**src/rtl/tx_iq_sample_feeder.sv**
```systemverilog
// Pops packed I/Q words from a showahead FIFO and presents one 16-bit I/Q pair per sample strobe.
// Define TX_IQ_RAMP_EN to make outputs decay by halving, instead of snapping to zero, when data stops.
module tx_iq_sample_feeder #(
   parameter bit FLUSH_ON_IDLE = 1'b1,
   parameter int CNT_WIDTH     = 16
) (
   input  logic                 clk,
   input  logic                 rst,
   input  logic [35:0]          fifo_tdata,
   input  logic                 fifo_tvalid,
   output logic                 fifo_tready,
   input  logic                 sample_stb,
   input  logic                 tx_enable,
   output logic [15:0]          tx_i,
   output logic [15:0]          tx_q,
   output logic                 tx_key,
   output logic                 tx_valid,
   output logic [CNT_WIDTH-1:0] underflow_cnt,
   output logic [7:0]           sync_err_cnt,
   output logic [1:0]           state_o
);

   typedef enum logic [1:0] {IDLE = 2'd0, PRIME = 2'd1, RUN = 2'd2, STARVED = 2'd3} state_t;

`ifdef TX_IQ_RAMP_EN
   localparam bit RAMP_EN = 1'b1;
`else
   localparam bit RAMP_EN = 1'b0;
`endif

   localparam logic [CNT_WIDTH-1:0] UND_ONE = {{(CNT_WIDTH-1){1'b0}}, 1'b1};

   state_t               state_q, state_d;
   logic [15:0]          i_q, i_d, q_q, q_d;
   logic                 key_q, key_d, vld_q, vld_d, ramp_q, ramp_d;
   logic [CNT_WIDTH-1:0] und_q, und_d;
   logic [7:0]           sync_q, sync_d;
   logic                 pop;
   logic                 unused_flags;

   // Arithmetic halving; -1 would stick forever, so it collapses to 0.
   function automatic logic [15:0] shr(input logic [15:0] x);
      return (x == 16'hFFFF) ? 16'h0000 : {x[15], x[15:1]};
   endfunction

   always_ff @(posedge clk) begin
      if (rst) state_q <= IDLE;
      else     state_q <= state_d;
   end

   always_comb begin
      state_d = state_q;
      case (state_q)
         IDLE:    if (tx_enable) state_d = PRIME;
         PRIME:   if (!tx_enable) state_d = IDLE; else if (fifo_tvalid) state_d = RUN;
         RUN:     if (!tx_enable) state_d = IDLE; else if (sample_stb && !fifo_tvalid) state_d = STARVED;
         STARVED: if (!tx_enable) state_d = IDLE; else if (fifo_tvalid) state_d = RUN;
         default: state_d = IDLE;
      endcase
   end

   always_comb begin
      fifo_tready = 1'b0;
      pop         = 1'b0;
      i_d         = i_q;
      q_d         = q_q;
      key_d       = key_q;
      vld_d       = 1'b0;
      ramp_d      = ramp_q;
      und_d       = und_q;
      sync_d      = sync_q;
      case (state_q)
         IDLE: begin
            fifo_tready = FLUSH_ON_IDLE && fifo_tvalid && !tx_enable;
            if (RAMP_EN && ramp_q && !tx_enable) begin
               if (sample_stb) begin
                  i_d    = shr(i_q);
                  q_d    = shr(q_q);
                  vld_d  = 1'b1;
                  ramp_d = (shr(i_q) != 16'h0) || (shr(q_q) != 16'h0);
               end
            end else begin
               i_d    = 16'h0;
               q_d    = 16'h0;
               key_d  = 1'b0;
               ramp_d = 1'b0;
            end
         end
         PRIME: begin
            i_d   = 16'h0;
            q_d   = 16'h0;
            key_d = 1'b0;
            vld_d = sample_stb && tx_enable;
         end
         RUN: begin
            pop         = tx_enable && sample_stb && fifo_tvalid;
            fifo_tready = pop;
            if (!tx_enable) begin
               key_d  = 1'b0;
               ramp_d = RAMP_EN;
               i_d    = RAMP_EN ? i_q : 16'h0;
               q_d    = RAMP_EN ? q_q : 16'h0;
            end else if (pop) begin
               vld_d  = 1'b1;
               key_d  = fifo_tdata[17];
               ramp_d = 1'b0;
               if (fifo_tdata[35]) begin
                  i_d = {fifo_tdata[34:27], fifo_tdata[25:18]};
                  q_d = {fifo_tdata[16:9], fifo_tdata[7:0]};
               end else begin
                  // Word is out of frame alignment: consume it but never transmit it.
                  i_d    = 16'h0;
                  q_d    = 16'h0;
                  sync_d = (&sync_q) ? sync_q : sync_q + 8'd1;
               end
            end else if (sample_stb) begin
               vld_d = 1'b1;
               und_d = (&und_q) ? und_q : und_q + UND_ONE;
               i_d   = RAMP_EN ? shr(i_q) : 16'h0;
               q_d   = RAMP_EN ? shr(q_q) : 16'h0;
            end
         end
         STARVED: begin
            if (!tx_enable) begin
               i_d    = 16'h0;
               q_d    = 16'h0;
               key_d  = 1'b0;
               ramp_d = 1'b0;
            end else if (sample_stb) begin
               vld_d = 1'b1;
               und_d = (&und_q) ? und_q : und_q + UND_ONE;
               i_d   = RAMP_EN ? shr(i_q) : 16'h0;
               q_d   = RAMP_EN ? shr(q_q) : 16'h0;
            end
         end
         default: ;
      endcase
   end

   always_ff @(posedge clk) begin
      if (rst) begin
         i_q    <= 16'h0;
         q_q    <= 16'h0;
         key_q  <= 1'b0;
         vld_q  <= 1'b0;
         ramp_q <= 1'b0;
         und_q  <= '0;
         sync_q <= 8'h0;
      end else begin
         i_q    <= i_d;
         q_q    <= q_d;
         key_q  <= key_d;
         vld_q  <= vld_d;
         ramp_q <= ramp_d;
         und_q  <= und_d;
         sync_q <= sync_d;
      end
   end

   assign unused_flags  = ^{fifo_tdata[26], fifo_tdata[8], pop};
   assign tx_i          = i_q;
   assign tx_q          = q_q;
   assign tx_key        = key_q;
   assign tx_valid      = vld_q;
   assign underflow_cnt = und_q;
   assign sync_err_cnt  = sync_q;
   assign state_o       = state_q;

endmodule

```
**config.mk**
```make
export PLATFORM = sky130hd
export DESIGN_NAME = tx_iq_sample_feeder
export DESIGN_NICKNAME = d
export VERILOG_FILES = /design/src/rtl/tx_iq_sample_feeder.sv
export SDC_FILE = /design/constraint.sdc
export NUM_CORES = 1
export LEC_CHECK = 0
export ABC_AREA = 1
export CAP_MARGIN = 20
export CORE_MARGIN = 5
export CORE_UTILIZATION = 48
export DETAILED_ROUTE_END_ITERATION = 10
export GPL_TIMING_DRIVEN = 0
export PLACE_DENSITY = 0.95
export RECOVER_POWER = 100
export SYNTH_ARGS = -nofsm -noshare
export SYNTH_HDL_FRONTEND = slang
export SYNTH_SLANG_ARGS = --single-unit
export TNS_END_PERCENT = 1
```
**constraint.sdc**
```tcl
create_clock -name clk -period 2.69 [get_ports clk]
set_clock_uncertainty 0.2 [all_clocks]
set_input_delay 0.4035 -clock clk [delete_from_list [all_inputs] [get_ports clk]]
set_output_delay 0.4035 -clock clk [all_outputs]
set_load 0.02 [all_outputs]
```
* After elaboration in Yosys (flattened, before gate mapping)
Cells that the tools add are included.
** Word-level totals
- Flip-flop bits (word level) :: 60
- Output and inout bits :: 61
- Word-level logic and storage cells :: 72
** Cells by class
- Equal/unequal tests :: 11
- Bitwise gates (word level) :: 2
- Reduce and logical (&&, ||, !) cells :: 16
- $add $sub $neg :: 2
- Multiplexer cells :: 34
** Operators by type and width (number)
- $mux W16 :: 15
- $pmux W16 S3 :: 2
- $pmux W16 S2 :: 1
- $add A16 B1 Y16 const B :: 1
- $reduce_and A16 Y1 :: 1
- $mux W2 :: 5
- $ne A2 B2 Y1 const B :: 5
- $ne A3 B3 Y1 const B :: 3
- $add A8 B1 Y8 const B :: 1
- $reduce_and A8 Y1 :: 1
- $mux W1 :: 7
- $pmux W1 S3 :: 2
- $pmux W2 S3 :: 1
- $reduce_and A5 Y1 :: 1
- $eq A2 B2 Y1 const B :: 2
- $logic_and A1 B1 Y1 :: 4
- $reduce_and A4 Y1 :: 1
- $reduce_or A2 Y1 :: 2
- $reduce_and A3 Y1 :: 1
- $eq A2 B1 Y1 const B :: 1
- $logic_not A1 Y1 :: 2
- $logic_not A2 Y1 :: 1
- $not A1 Y1 :: 2
- $pmux W1 S2 :: 1
- other kinds (2) :: 2

* Logic depth before layout (Yosys ltp)
Gate-level depths: netlist of the first run.
- Depth in word-level cells :: 6
- Gate-level depth with buffers :: 9
- Gate-level depth less buffers :: 9

* Least setup slack after synthesis of the first run
No wires, ideal clock.
- Path kind :: register to register
- From :: register und_q[1], in the netlist underflow_cnt[1]
- To :: register und_q[15], in the netlist underflow_cnt[15]
- Period minus slack after synthesis :: 1.814 ns
- Arrival time :: 1.499 ns
- Slack :: 0.876 ns
- Required time :: 2.375 ns
- Library setup time :: 0.115 ns
- Cell stages (with the launch flop) :: 10
- Cell sequence :: dfxtp_1 > ha_1 > nand2_2 > nor2_4 > nand2_2 > nor2_4 > nor2_4 > buf_6 > a21oi_1 > nor2_1
** On the way
- Word-level cells in the longest chain between the ends :: 6
- Elaborated cells between the ends (all ways) :: 8
- Those cells by class :: add/sub (1); mux (6); reduce/logical (1)
** RTL lines
- start: declaration :: line 36 : logic [CNT_WIDTH-1:0] und_q, und_d;
- start signal: assignment :: line 155 : und_q <= und_d;
- $add A16 B1 Y16 or $reduce_and A16 Y1 (tied branches) :: line 118, 131
- $mux W16 (*) :: line 118, 131
- $mux W16 (*) :: line 116, 129
- $mux W16 :: line 103 : end else if (pop) begin
- $mux W16 :: line 98 : if (!tx_enable) begin
- $pmux W16 S2 (*) :: line 72 : case (state_q)
Every way passes the cells marked *; elsewhere a longest branch is shown, timed or not. The select of a mux whose other input is x is not followed.
A chain may end at the register's enable or synchronous reset.

* Final worst setup path of the first run
- From :: input sample_stb
- To :: output fifo_tready
** On the way
- Word-level cells in the longest chain between the ends :: 3
** RTL lines
- start: declaration :: line 12 : input logic sample_stb,
- $logic_and A1 B1 Y1 (2 in series) :: line 96 : pop = tx_enable && sample_stb && fifo_tvalid;
- $pmux W1 S2 :: line 72
- end: declaration :: line 11 : output logic fifo_tready,
No other way between the ends.

==> impl_summary.md, run 1 <==
Clock network
The H-tree was split into 3 levels. The clock passes through at most 2 buffers. The CTS tree is done. The register clock-pin slew on the reported worst setup and hold paths is 0.07 ns. The tree is rooted in a sky130_fd_sc_hd__clkbuf_8. The number of clock sinks is 60. The post-cts repair resize count is 1. TritonCTS created 9 clock buffers.

The number of setup buffers added after CTS is 0. The later pin in the worst-skew pair is clocked with a latency of 0.34 ns. The number of hold buffers added after CTS is 0.

Die
The die covers 7410 sq um. The die boundary width is 86.1 um. The initial core utilization is 0.498. The die height is 86.1 um. Pin placement for this block handled 102 I/O pins. The placeable core area is 5570 sq um. Row generation in the floorplan step produced 27 rows.

Setup path
The element type at the critical path start is a primary input. The worst setup path is of the primary input to output pin kind. The largest fanout on the critical path is 4. In this run the worst setup path begins at sample_stb. In this run the critical register-to-register path is launched from underflow_cnt[0]. STA puts the critical path data arrival time at 1.94 ns. STA classifies the critical path endpoint as an output pin. For the worst setup path, the data required time is 2.09 ns.

Status
The flow ran to the end, and the final reports show no timing, DRC or antenna violations.

Layout
The diode insertion count for antenna repair is 0. Compared with the post-synthesis result, the final layout area differs by 45.5%. The filler cells instantiated in the layout total 430.

The most common library cell in the layout ignoring fill and taps is sky130_fd_sc_hd__nand2_1. The layout net count is 543. The top cell types in the final layout, fill and taps aside, are 111 x sky130_fd_sc_hd__nand2_1, 61 x sky130_fd_sc_hd__dlygate4sd3_1, 60 x sky130_fd_sc_hd__dfxtp_1, 53 x sky130_fd_sc_hd__a21oi_1, 48 x sky130_fd_sc_hd__nand3_1. Excluding fillers, the count of instances in the completed layout stands at 577. In the final layout, flip-flops and latches occupy 1200 sq um.

The total non-filler cell area in the finished layout is 4040 sq um. Summing all multi-input logic gate instances after layout gives 1370 sq um. The share of the core filled with cells is 0.725. In the final layout, the share of cells above drive strength 1 is 0.0614.

Timing
The maximum achievable frequency is 393 MHz. At the pin with the least slew margin, the transition time is 0.635 ns. The post-route worst hold slack is 0.266 ns. The worst path in the final design needs a cycle of 2.55 ns, including I/O delays and setup.

The worst pin sits at a relative slew slack of 0.575. The total count of max-transition violations in the final report was 0. The final worst setup slack is 0.143 ns. Setup repair after global routing left no endpoint under its margin. The number of hold-slack violations in the final timing report is 0. The number of failing setup endpoints in the final timing report is 0.

In the finished design, the share of the clock period the worst path needs comes to 0.947. Summed over all failing endpoints, the final setup total negative slack is 0 ns.

Logic synthesis
The unique cell type count in the Yosys netlist is 30. A synthesized cell averages 7.10 sq um. The area fraction of the dominant cell type after synthesis is 0.433. The net count of the mapped netlist is 434. Yosys attributes the largest share of cell area to sky130_fd_sc_hd__dfxtp_1 43%, sky130_fd_sc_hd__nand2_1 15%, sky130_fd_sc_hd__a21oi_1 9.6%.

For this run, the register share of the synthesized area comes to 0.433. In the synthesized netlist the dominant register cell turns out to be sky130_fd_sc_hd__dfxtp_1. The synthesized netlist cell count is 391. The number of synthesized flops with an enable pin is 0. The area of the mapped netlist is 2780 sq um.

Yosys printed 0 warnings. Counting flops and latches in the post-synthesis netlist gives 60. The cell taking the most area after synthesis is sky130_fd_sc_hd__dfxtp_1. After synthesis, the share of flip-flops with an asynchronous set or reset is 0.

Routing
Before antenna repair, the detailed router went through 5 iterations. The detail-routed via count per cell is 5.32. The count of vias placed by the detailed router is 3,068. The final antenna-violating net count is 0. The detailed-route DRC error count is 0. The detailed-route wire length per cell is 14.4 um.

The count of routing violations after the opening detailed-route iteration is 203. The routed design has 8.33 mm of wire.

Global route
The largest net degree at the start of global routing is 11. The number of global-route vias before repair came to 2,889. The global-route wire length before repair is 13.2 mm. Summed over all layers, the global routing overflow is 0. The global-route total usage across every layer is 0.223.

The number of antenna violations at the first check in global routing came to 0.

Place
The number of port buffers is 98. After detailed placement, the design holds a cell count of 561. OpenSTA, run right after detailed placement, puts the worst setup slack at 0.0170 ns. The half-perimeter wire length after detailed placement is 5.98 mm. At the end of routability-driven placement, the weighted congestion stood at 0.853. The area of placed instances is 3850 sq um.

Flow run
Max-cap violations in this run came to 0.

Power and ir drop
The reported leakage power is 1.65 nW. The total power of the final layout is 1.92 mW. The worst-case IR drop observed on VDD is 323 uV.

The total power per unit cell area is 475 nW/um^2.

Worst hold path
The class of the tightest hold or removal check is primary input to flop. The startpoint of the tightest hold check path is rst.
## sequential cells by signal, indices dropped and copies added (netlist names)
register / cells
underflow_cnt: 16
tx_valid: 1
state_o: 2
tx_i: 16
tx_key: 1
tx_q: 16
sync_err_cnt: 8
## synth_stat cells (2+ instances only)
library cell	count
sky130_fd_sc_hd__a21oi_1	53
sky130_fd_sc_hd__buf_2	4
sky130_fd_sc_hd__buf_4	3
sky130_fd_sc_hd__buf_6	2
sky130_fd_sc_hd__clkbuf_1	9
sky130_fd_sc_hd__clkinv_1	2
sky130_fd_sc_hd__dfxtp_1	60
sky130_fd_sc_hd__ha_1	2
sky130_fd_sc_hd__inv_1	20
sky130_fd_sc_hd__inv_2	3
sky130_fd_sc_hd__nand2_1	111
sky130_fd_sc_hd__nand2_2	2
sky130_fd_sc_hd__nand3_1	48
sky130_fd_sc_hd__nand3b_1	2
sky130_fd_sc_hd__nand4_1	6
sky130_fd_sc_hd__nor2_1	30
sky130_fd_sc_hd__nor2_2	3
sky130_fd_sc_hd__nor2_4	3
sky130_fd_sc_hd__nor3_1	2
sky130_fd_sc_hd__o21ai_0	8
sky130_fd_sc_hd__xnor2_1	3
sky130_fd_sc_hd__xor2_1	7
## power by group
group	switching [mW]	leakage [nW]	internal, mW
sequential	0.00396	0.483	0.891
combinational	0.0607	1.06	0.0633
clock	0.359	0.113	0.542
total	0.424	1.65	1.50
## layout make-up
| type | count | share of cell area |
|---|---|---|
| Tap cell | 72 | 0.0223 |
| Timing Repair Buffer | 98 | 0.242 |
| Multi-Input combinational cell | 288 | 0.339 |
| Buffer | 18 | 0.0223 |
| Sequential cell | 60 | 0.297 |
| Clock buffer | 11 | 0.0350 |
| Clock inverter | 5 | 0.0186 |
| Inverter | 25 | 0.0232 |
## critical path, cell delays in order
cell	delay (ns)
sky130_fd_sc_hd__dlygate4sd3_1	0.64
sky130_fd_sc_hd__nand3_1	0.17
sky130_fd_sc_hd__nor2_1	0.24
sky130_fd_sc_hd__a31o_2	0.14
sky130_fd_sc_hd__dlygate4sd2_1	0.35
## cell families (layout without fill, tap and decap cells)
logic type               count (synthesis)  after routing  share of synthesized area
flip-flops                              60             60                      0.433
buffers and inverters                   43            157                     0.0694
AND/OR/NAND/NOR                        210            210                      0.331
AO/OA/AOI/OAI                           66             66                      0.126
XOR/XNOR                                10             10                     0.0315
adder cells (fa/ha/maj)                  2              2                    0.00901
## path summary, 6_finish.rpt
| check | end | slack (ns) | depth (start not counted) |
|---|---|---|---|
| worst max-delay path | fifo_tready | 0.14 | 5 |
| worst max register to register | underflow_cnt[3] | 0.59 | 9 |
| worst min register to register | tx_i[1] | 0.28 | 2 |
| worst min-delay path | tx_valid | 0.27 | 2 |
## layer usage
metal  share of wire  global-route usage
met5               0                   0
met2            0.49               0.390
met1            0.41               0.253
met4           0.038               0.112
met3           0.064              0.0500
No activity file was read; power rests on OpenSTA's default activity.
==> run 2: changes to the inputs <==
--- a/config.mk
+++ b/config.mk
@@ -8,10 +8,11 @@
 export ABC_AREA = 1
 export CAP_MARGIN = 20
 export CORE_MARGIN = 5
-export CORE_UTILIZATION = 48
+export CORE_UTILIZATION = 46
+export CTS_BUF_LIST = sky130_fd_sc_hd__clkbuf_8
 export DETAILED_ROUTE_END_ITERATION = 10
 export GPL_TIMING_DRIVEN = 0
-export PLACE_DENSITY = 0.95
+export PLACE_DENSITY = 0.93
 export RECOVER_POWER = 100
 export SYNTH_ARGS = -nofsm -noshare
 export SYNTH_HDL_FRONTEND = slang
==> constraint.sdc (replaced) <==
create_clock -name clk -period 2.82 [get_ports clk]
set_clock_uncertainty 0.2 [all_clocks]
set_input_delay 0.423 -clock clk [delete_from_list [all_inputs] [get_ports clk]]
set_output_delay 0.423 -clock clk [all_outputs]
set_load 0.02 [all_outputs]
==> impl_summary.md, run 2 (synthesis gave the netlist of run 1 again) <==
Clock network
The number of hold buffers added after CTS was 0 (unchanged). The number of clock sinks is 60 (unchanged). The H-tree depth reported by CTS came to 3 (unchanged). The register clock-pin slew on the reported worst setup and hold paths is 0.06 ns (about the same). The buffers inserted during post-CTS setup optimization is 0 (unchanged). The clock buffer count from CTS is 9 (unchanged).

The later-pin clock latency in the skew report is 0.33 ns (about the same). The CTS tree is done. The maximum root-to-sink buffer count is 2 (unchanged). The post-cts repair resize count is 0 (-1). The cell sitting at the root of the clock tree is a sky130_fd_sc_hd__clkbuf_8.

Layout
The share of post-route cells with drive strength above 1 is 0.0497 (-0.0117). The layout filler cell count is 505 (+17%). The share of the core filled with cells came to 0.673 (-0.0518).

The most common library cell in the layout ignoring fill and taps is sky130_fd_sc_hd__nand2_1. The library cells used most frequently in the layout, excluding fill and tap cells, are 113 x sky130_fd_sc_hd__nand2_1, 60 x sky130_fd_sc_hd__dlygate4sd3_1, 60 x sky130_fd_sc_hd__dfxtp_1, 53 x sky130_fd_sc_hd__a21oi_1, 48 x sky130_fd_sc_hd__nand3_1. The diode insertion count for antenna repair is 0 (unchanged).

Relative to the synthesized area, the layout overhead comes to 42.7%. The layout net count came to 543 (unchanged). The total non-filler cell area in the finished layout is 3960 sq um (-2.0%).

Global route
The number of global-route vias before repair is 2,863 (-0.90%). The global-route wire length before repair was 13.1 mm (-0.89%). The total global routing overflow was 0 (unchanged). The global-route total usage across every layer came to 0.215 (-0.00840). The largest net degree at the start of global routing is 11 (unchanged). The number of antenna violations at the first check in global routing is 0 (unchanged).

Routing
The detailed-route wire length per cell was 14.1 um (-2.4%). The count of vias placed by the detailed router came to 3,032 (-1.2%). The first-pass iteration count of the detailed router is 4 (-1). The final antenna-violating net count is 0 (unchanged). The count of routing violations after the opening detailed-route iteration came to 130 (-36%). The final wirelength came to 8.14 mm (-2.2%).

The detailed-route DRC error count was 0 (unchanged). The detail-routed via count per cell was 5.25 (-1.3%).

Power and ir drop
The cell-internal power is 1.24 mW (-17%). The peak supply drop came to 280 uV (-13%). The total power of the final layout is 1.62 mW (-16%). The net switching power figure is 0.382 mW (-10%). The sequential group share of total power came to 0.528 (+0.062). The reported leakage power is 1.62 nW (-2.0%).

The net switching fraction of the power was 0.236 (+0.0152). The total power per unit cell area is 408 nW/um^2 (-14%). The share of power burned in combinational logic came to 0.073 (+0.008). The part of the total power dissipated in the clock network is 0.400 (-0.069).

Place
The half-perimeter wire length after detailed placement is 6.16 mm (+3.0%). The number of port buffers is 98 (unchanged). The routability congestion estimate from global placement came to 0.862 (+1.1%). The area of placed instances came to 3850 sq um (about the same).

Timing
The worst slew slack as a fraction of its limit is 0.615 (+0.0400). Setup repair after global routing left no endpoint under its margin. The pin slew with the least headroom to its limit came to 0.576 ns (-0.0599 ns).

The number of hold-slack violations in the final timing report is 0 (unchanged). The number of failing setup endpoints in the final timing report is 0 (unchanged). The post-route worst hold slack is 0.258 ns (-0.00777 ns). After layout, the minimum clock period comes to 2.71 ns.

The total count of max-transition violations in the final report is 0 (unchanged). The share of the clock period used by the worst path after layout is 0.962. Derived from the worst setup path, the maximum achievable clock frequency is 368 MHz. The setup TNS after final layout came to 0 ns (unchanged).

Setup path
The most repeated library cell on the critical path is sky130_fd_sc_hd__clkdlybuf4s50_1. The worst stage delay on the critical path was 0.61 ns (-0.03 ns). The type of element capturing the critical path is an output pin. The element type at the critical path start is a primary input.

The class of the most critical setup path is primary input to output pin. The slowest stage of the critical path is the sky130_fd_sc_hd__clkdlybuf4s50_1 cell. The endpoint arrival time on the critical path is 2.09 ns (+0.15 ns). The largest fanout on the critical path is 6 (+2).

The critical path required time is 2.20 ns (+0.11 ns). Walking the worst path, the cells encountered are clkdlybuf4s50_1 > nand3_1 > nor2_1 > a31o_2 > clkdlybuf4s50_1.

Status
The flow ran to the end, and the final reports show no timing, DRC or antenna violations.

Die
The initial core utilization is 0.472 (-0.0264). The I/O pin count is 102 (unchanged). The placeable core area was 5890 sq um (+5.6%). The number of core rows was 28 (+3.7%). The die height came to 87.7 um (+1.9%).

The die boundary width came to 87.7 um (+1.9%). The area enclosed by the die boundary is 7690 sq um (+3.8%).

Flow run
The number of maximum-capacitance violations is 0 (unchanged).

Worst hold path
The worst hold path belongs to the class primary input to flop.
==> run 2: changes by cell type in the layout (fill, tap and decap cells not counted), sizes merged <==
cell           before  now
dlygate4sd2         1    0
bufinv              2    0
dlygate4sd3        61   60
clkdlybuf4s50      36   38
inv                23   24
clkbuf             25   24
==> run 2: path summary, 6_finish.rpt <==
path                     from          endpoint  slack, ns  cells past startpoint
max                 tx_enable       fifo_tready       0.11                      5
min reg2reg           tx_i[6]           tx_i[6]       0.28                      2
max reg2reg  underflow_cnt[0]  underflow_cnt[7]       0.40                      9
min                       rst          tx_valid       0.26                      2
==> run 2: power groups by stage <==
stage	Sequential (mW)	Combinational, mW	Clock (mW)
2_1_floorplan	0.876	0.0408	0
3_3_place_gp	0.873	0.117	0
3_5_place_dp	0.873	0.119	0
4_1_cts	0.854	0.120	0.651
5_1_grt	0.854	0.126	0.693
6_report	0.854	0.117	0.647
==> run 2: routing by layer <==
layer | up-vias | track usage | wire (um)
li1 | 1509 | - | -
met1 | 1408 | 0.252 | 3350
met2 | 93 | 0.367 | 4100
met3 | 22 | 0.0555 | 486
met4 | 0 | 0.0948 | 203
met5 | - | 0 | 0
==> run 2: layout make-up <==
type | count | area (sq um) | share of cell area
buffer | 18 | 86.3 | 0.0218
clock buffer | 10 | 138 | 0.0347
clock inverter | 4 | 18.8 | 0.00474
inverter | 25 | 93.8 | 0.0237
multi-input combinational | 288 | 1350 | 0.340
sequential | 60 | 1200 | 0.303
tap | 75 | 93.8 | 0.0237
timing repair buffer | 98 | 981 | 0.248
==> run 2: through the flow <==
step	instances	setup slack (ns)
5_1_grt	578	0.0314
3_3_place_gp	564	0.125
2_1_floorplan	391	1.01
3_5_place_dp	564	0.0996
4_1_cts	578	0.0984
6_report	578	0.106
==> run 2: critical path: cells and delay by family <==
kind | cells | cell delay [ns]
AOI/OAI and AO/OA | 1 | 0.14
and+or+nand+nor | 2 | 0.35
buffers and inverters | 2 | 1.18
